<file path="config.mk">
export PLATFORM = sky130hd
export DESIGN_NAME = regfile_mport_init_flat
export DESIGN_NICKNAME = d
export VERILOG_FILES = /design/src/rtl/regfile_mport_init_if.sv /design/src/rtl/regfile_mport_init.sv /design/src/flat_wrapper.sv
export SDC_FILE = /design/constraint.sdc
export NUM_CORES = 1
export LEC_CHECK = 0
export BUFFER_PORTS_ARGS = -buffer_cell sky130_fd_sc_hd__buf_4
export CAP_MARGIN = 20
export CORE_AREA = 2 2 39 41
export DETAILED_ROUTE_END_ITERATION = 8
export DIE_AREA = 0 0 41 43
export PLACE_DENSITY = 0.47
export SYNTH_ARGS = -nofsm -noshare
export SYNTH_HDL_FRONTEND = slang
export SYNTH_SLANG_ARGS = --single-unit
</file>
<file path="constraint.sdc">
create_clock -name clk -period 1.1 [get_ports clk]
set_input_delay 0.055 -clock clk [delete_from_list [all_inputs] [get_ports clk]]
set_output_delay 0.055 -clock clk [all_outputs]
set_load 0.01 [all_outputs]
</file>
<file path="src/rtl/regfile_mport_init_if.sv">
// Bus bundle for regfile_mport_init: one write port, NUM_RD read ports and the READY flag.
// The master drives writes and read addresses; the slave (register file) returns read data.
interface regfile_mport_init_if #(
  parameter int DATA_WIDTH = 1,
  parameter int ADDR_WIDTH = 1,
  parameter int NUM_RD     = 2
);
  logic                         we;
  logic [ADDR_WIDTH-1:0]        addr_in;
  logic [DATA_WIDTH-1:0]        d_in;
  logic [NUM_RD-1:0]            re;
  logic [NUM_RD*ADDR_WIDTH-1:0] addr_out;
  logic [NUM_RD*DATA_WIDTH-1:0] d_out;
  logic                         ready;

  modport master (
    output we, addr_in, d_in, re, addr_out,
    input  d_out, ready
  );

  modport slave (
    input  we, addr_in, d_in, re, addr_out,
    output d_out, ready
  );
endinterface

</file>
<file path="src/rtl/regfile_mport_init.sv">
// Multi-read-port register file with a post-reset init sweep loading INIT_VAL into every entry.
// Storage has no reset; READY blocks writes and forces reads to 0 until the sweep finishes.
//
// state   | meaning
// --------+---------------------------------------------------------------
// ST_INIT | sweeping INIT_VAL into arr[ptr], one entry per edge; READY=0
// ST_RUN  | array usable: writes accepted, reads return stored data; READY=1
module regfile_mport_init #(
  parameter int                    DATA_WIDTH = 1,
  parameter int                    ADDR_WIDTH = 1,
  parameter int                    DEPTH      = 1 << ADDR_WIDTH,
  parameter int                    NUM_RD     = 2,
  parameter int                    REG_OUT    = 0,
  parameter int                    BYPASS     = 1,
  parameter logic [DATA_WIDTH-1:0] INIT_VAL   = '0
) (
  input logic                 clk,
  input logic                 rst,
  regfile_mport_init_if.slave bus
);

  localparam logic [0:0]            ST_INIT   = 1'b0;
  localparam logic [0:0]            ST_RUN    = 1'b1;
  localparam logic [ADDR_WIDTH-1:0] LAST      = ADDR_WIDTH'(DEPTH - 1);
  localparam logic [ADDR_WIDTH:0]   DEPTH_W   = (ADDR_WIDTH + 1)'(DEPTH);
  localparam bit                    BYPASS_EN = (BYPASS != 0);

  logic [0:0]            state;
  logic [ADDR_WIDTH-1:0] ptr;
  logic                  run;
  logic                  wr_ok;

  logic [DATA_WIDTH-1:0] arr     [DEPTH];
  logic [ADDR_WIDTH-1:0] rd_addr [NUM_RD];
  logic                  rd_hit  [NUM_RD];
  logic [DATA_WIDTH-1:0] rd_val  [NUM_RD];

  assign run       = (state == ST_RUN);
  assign wr_ok     = ({1'b0, bus.addr_in} < DEPTH_W);
  assign bus.ready = run;

  always_ff @(posedge clk) begin
    if (rst) begin
      state <= ST_INIT;
      ptr   <= '0;
    end else if (state == ST_INIT) begin
      ptr <= ptr + 1'b1;
      if (ptr == LAST) begin
        state <= ST_RUN;
      end
    end
  end

  // ptr never exceeds DEPTH-1 while sweeping, so the init write is always in range.
  always_ff @(posedge clk) begin
    if (!rst) begin
      if (state == ST_INIT) begin
        arr[ptr] <= INIT_VAL;
      end else if (bus.we && wr_ok) begin
        arr[bus.addr_in] <= bus.d_in;
      end
    end
  end

  always_comb begin
    for (int i = 0; i < NUM_RD; i++) begin
      rd_addr[i] = bus.addr_out[i*ADDR_WIDTH +: ADDR_WIDTH];
      rd_hit[i]  = BYPASS_EN && run && bus.we && wr_ok && (bus.addr_in == rd_addr[i]);
      if (!run) begin
        rd_val[i] = '0;
      end else if (rd_hit[i]) begin
        rd_val[i] = bus.d_in;
      end else if ({1'b0, rd_addr[i]} < DEPTH_W) begin
        rd_val[i] = arr[rd_addr[i]];
      end else begin
        rd_val[i] = '0;
      end
    end
  end

  generate
    if (REG_OUT != 0) begin : g_reg
      logic [DATA_WIDTH-1:0] q [NUM_RD];

      // rd_val samples arr before this edge's write, giving pre-write data without bypass.
      always_ff @(posedge clk) begin
        for (int i = 0; i < NUM_RD; i++) begin
          if (rst) begin
            q[i] <= '0;
          end else if (bus.re[i]) begin
            q[i] <= rd_val[i];
          end
        end
      end

      always_comb begin
        bus.d_out = '0;
        for (int i = 0; i < NUM_RD; i++) begin
          bus.d_out[i*DATA_WIDTH +: DATA_WIDTH] = q[i];
        end
      end
    end else begin : g_comb
      always_comb begin
        bus.d_out = '0;
        for (int i = 0; i < NUM_RD; i++) begin
          bus.d_out[i*DATA_WIDTH +: DATA_WIDTH] = rd_val[i];
        end
      end
    end
  endgenerate

endmodule
</file>
<file path="src/flat_wrapper.sv">
// flat-port wrapper written by rule: the top's interface ports become plain ports
module regfile_mport_init_flat 
#(
  parameter int                    DATA_WIDTH = 1,
  parameter int                    ADDR_WIDTH = 1,
  parameter int                    DEPTH      = 1 << ADDR_WIDTH,
  parameter int                    NUM_RD     = 2,
  parameter int                    REG_OUT    = 0,
  parameter int                    BYPASS     = 1,
  parameter logic [DATA_WIDTH-1:0] INIT_VAL   = '0
)
  (clk, rst, bus_we, bus_addr_in, bus_d_in, bus_re, bus_addr_out, bus_d_out, bus_ready);
  regfile_mport_init_if #(.DATA_WIDTH(DATA_WIDTH), .ADDR_WIDTH(ADDR_WIDTH), .NUM_RD(NUM_RD)) bus_i ();
  input logic clk;
  input logic rst;
  input wire logic [$bits(bus_i.we)-1:0] bus_we;
  input wire logic [$bits(bus_i.addr_in)-1:0] bus_addr_in;
  input wire logic [$bits(bus_i.d_in)-1:0] bus_d_in;
  input wire logic [$bits(bus_i.re)-1:0] bus_re;
  input wire logic [$bits(bus_i.addr_out)-1:0] bus_addr_out;
  output wire logic [$bits(bus_i.d_out)-1:0] bus_d_out;
  output wire logic [$bits(bus_i.ready)-1:0] bus_ready;
  assign bus_i.we = bus_we;
  assign bus_i.addr_in = bus_addr_in;
  assign bus_i.d_in = bus_d_in;
  assign bus_i.re = bus_re;
  assign bus_i.addr_out = bus_addr_out;
  assign bus_d_out = bus_i.d_out;
  assign bus_ready = bus_i.ready;
  regfile_mport_init #(.DATA_WIDTH(DATA_WIDTH), .ADDR_WIDTH(ADDR_WIDTH), .DEPTH(DEPTH), .NUM_RD(NUM_RD), .REG_OUT(REG_OUT), .BYPASS(BYPASS), .INIT_VAL(INIT_VAL)) u_core (.clk(clk), .rst(rst), .bus(bus_i));
endmodule
</file>
==> out/metrics.cfg <==
[synthesis]
yosys.area_share.simple_pct=25.8
avgSynthCellArea_um2=9.18
synth_top_area_share_pct=24.2
synth_area_leader_cell=edfxtp_1
synthXorXnorAreaFrac_pct=10.6
synthMuxAreaShare_pct=8.08
netlist_top_cells_area=edfxtp_1, dfxtp_1, mux2i_1
ys_seq_area_share_pct=40.4
syn_area_um2=248
synth_top_family_by_area=simple AND/OR/NAND/NOR gates
synthCells=27
ys_types=15
synth_compound_area_share_pct=12.1
syn_nets=36
ys_warn_count=0
ys_ff_latch=4
synthAdderAreaFrac_pct=0

[clock_network]
clock_sinks=4
cts_buffers=3
cts_setup_buffers=0
cts_hold_buf=0
htreeDepth=1
clk_pin_slew_ns=0.04
clock_path_buffers=2
cts_tree=built
clk_latency_ns=0.24
ctsRootBufferMaster=clkbuf_4

[timing]
rsz0062_at_grt=yes
period_share_pct=110
setup_slack_ns=-0.111
fin_skew_ns=0.00855
relSlewSlack_pct=84.9
drv_slew=0
hold_viol=0
fin_crit_ns=1.21
whs_ns=0.0171
tightest_slew_ns=0.226
setup_violations=2
max_freq_mhz=826

[cells_and_area]
fin_cells=56
antenna_cells=0
nets=50
area_delta_synth_final_pct=46.5
regArea_um2=101
drive_gt1_share_pct=37.5
n_fill_cell=152
multi_input_area_um2=140

[place]
place_inst=52
gp_congestion=0.667
io_buffers=9

[global_route]
grt_use_met3_pct=4.71
grt_max_degree=9
antenna_found_initial=0
grt_pass1_vias=218
busiest_layer=met2
grt.overflow.total=0
grt_pass1_wl_um=765
use_met2_pct=8.44
grt_use_met1_pct=7.77
groute.usage.overall_pct=6.64

[min_path]
hold_path_depth=2
hp-class=input pin to flop

[floorplanning]
dieWidth_um=41
io_pins=12
core_um2=1380
start_util_pct=17.9
dieArea_um2=1760
fp.dieH_um=43
rows=14

[power_and_ir_drop]
peakVddDrop_mv=0.657
power_leakage_uw=0.000158
power_density_nw_per_um2=1520

[routing]
vias=226
viasPerCell=4.04
postRouteAntennaNets=0
avgRoutedWirePerCell_um=8.18
first_pass_iters=4
drtIter0Drc=9
wirelength_um=458
route.detailed.drc=0

[run_status]
outcome=finished, violations left
violations=negative setup slack

[worst_setup_path]
worst-setup-path-type=flop to primary output
crit_fanout=2
startpoint_type=flop
arrival_ns=1.16
worstSetupEndpointType=primary output
required_ns=1.04
reg2reg_depth=3

[job]
cap_violations=0

synthesized netlist by cell type:
cell and count:
a21oi_1 1, buf_4 1, dfxtp_1 2, edfxtp_1 2, mux2i_1 2, nand2_1 4
nand2b_1 1, nand3_1 1, nor2_1 4, nor3b_1 1, o211ai_1 2, o22a_2 1
or2b_1 2, xnor2_1 2, xor2_1 1
registers in the layout (all words and copies together) (netlist names):
register,cells
u_core.arr,2
u_core.ptr,1
u_core.bus.ready,1
per-layer routing:
layer	vias to the layer above	share of wire (%)	routed length [um]
li1	119	-	-
met1	94	51	234
met2	13	35	161
met3	0	14	62
met4	0	0	0
met5	-	0	0
final timing paths:
path / start / slack (ns) / to
worst max-delay path: u_core.arr[1] / -0.11 / bus_d_out[0]
worst min-delay path: rst / 0.02 / u_core.bus.ready
worst max register to register: u_core.bus.ready / 0.08 / u_core.arr[0]
worst min register to register: u_core.ptr / 0.52 / u_core.bus.ready
layout make-up:
cell class	count	share of cell area, %
multi-input combinational	22	38.6
sequential	4	27.9
timing repair buffer	10	20.7
clock buffer	4	7.24
tap	16	5.52
where the power goes:
group / internal [uW] / switching (uW) / total, uW
Clock: 136 / 60.4 / 196
Sequential: 184 / 24.1 / 208
Combinational: 86.0 / 60.3 / 146
Total: 406 / 145 / 550
metrics by stage:
step / worst slack, ns / power, uW / utilization, % / instance area (um2) / setup TNS, ns
3_5_place_dp: 0.0632 / 358 / 24.3 / 337 / 0
4_1_cts: -0.126 / 563 / 26.2 / 363 / -0.246
3_3_place_gp: 0.0620 / 361 / 24.3 / 337 / 0
2_1_floorplan: 0.0332 / 303 / - / 253 / 0
6_report: -0.111 / 550 / 26.2 / 363 / -0.213
5_1_grt: -0.199 / 594 / 26.2 / 363 / -0.380
worst max-delay path, stage by stage (launching register included):
cell      delay [ns]
edfxtp_1        0.37
or2b_1          0.23
o211ai_1        0.09
mux2i_1         0.10
buf_4           0.15
kinds of logic after synthesis:
kind of cell,Yosys count
AND/OR/NAND/NOR,13
buffers and inverters,1
XOR/XNOR,3
AO/OA/AOI/OAI,4
multiplexers,2
flip-flops,4
placed cells by master (no fill, tap or decap), drive strengths merged:
master	instances
nand2	4
or2b	2
o22a	1
xnor2	2
edfxtp	2
nor3b	1
clkbuf	4
nand2b	1
nand3	1
buf	10
nor2	4
xor2	1
dfxtp	2
mux2i	2
o211ai	2
a21oi	1
what timing repair did:
| action | CTS | global route |
|---|---|---|
| cloned | 0 | 0 |
| endpoints found under the setup margin | 2 | 2 |
| resized for setup | 0 | 0 |
(Power assumes the default switching activity.)
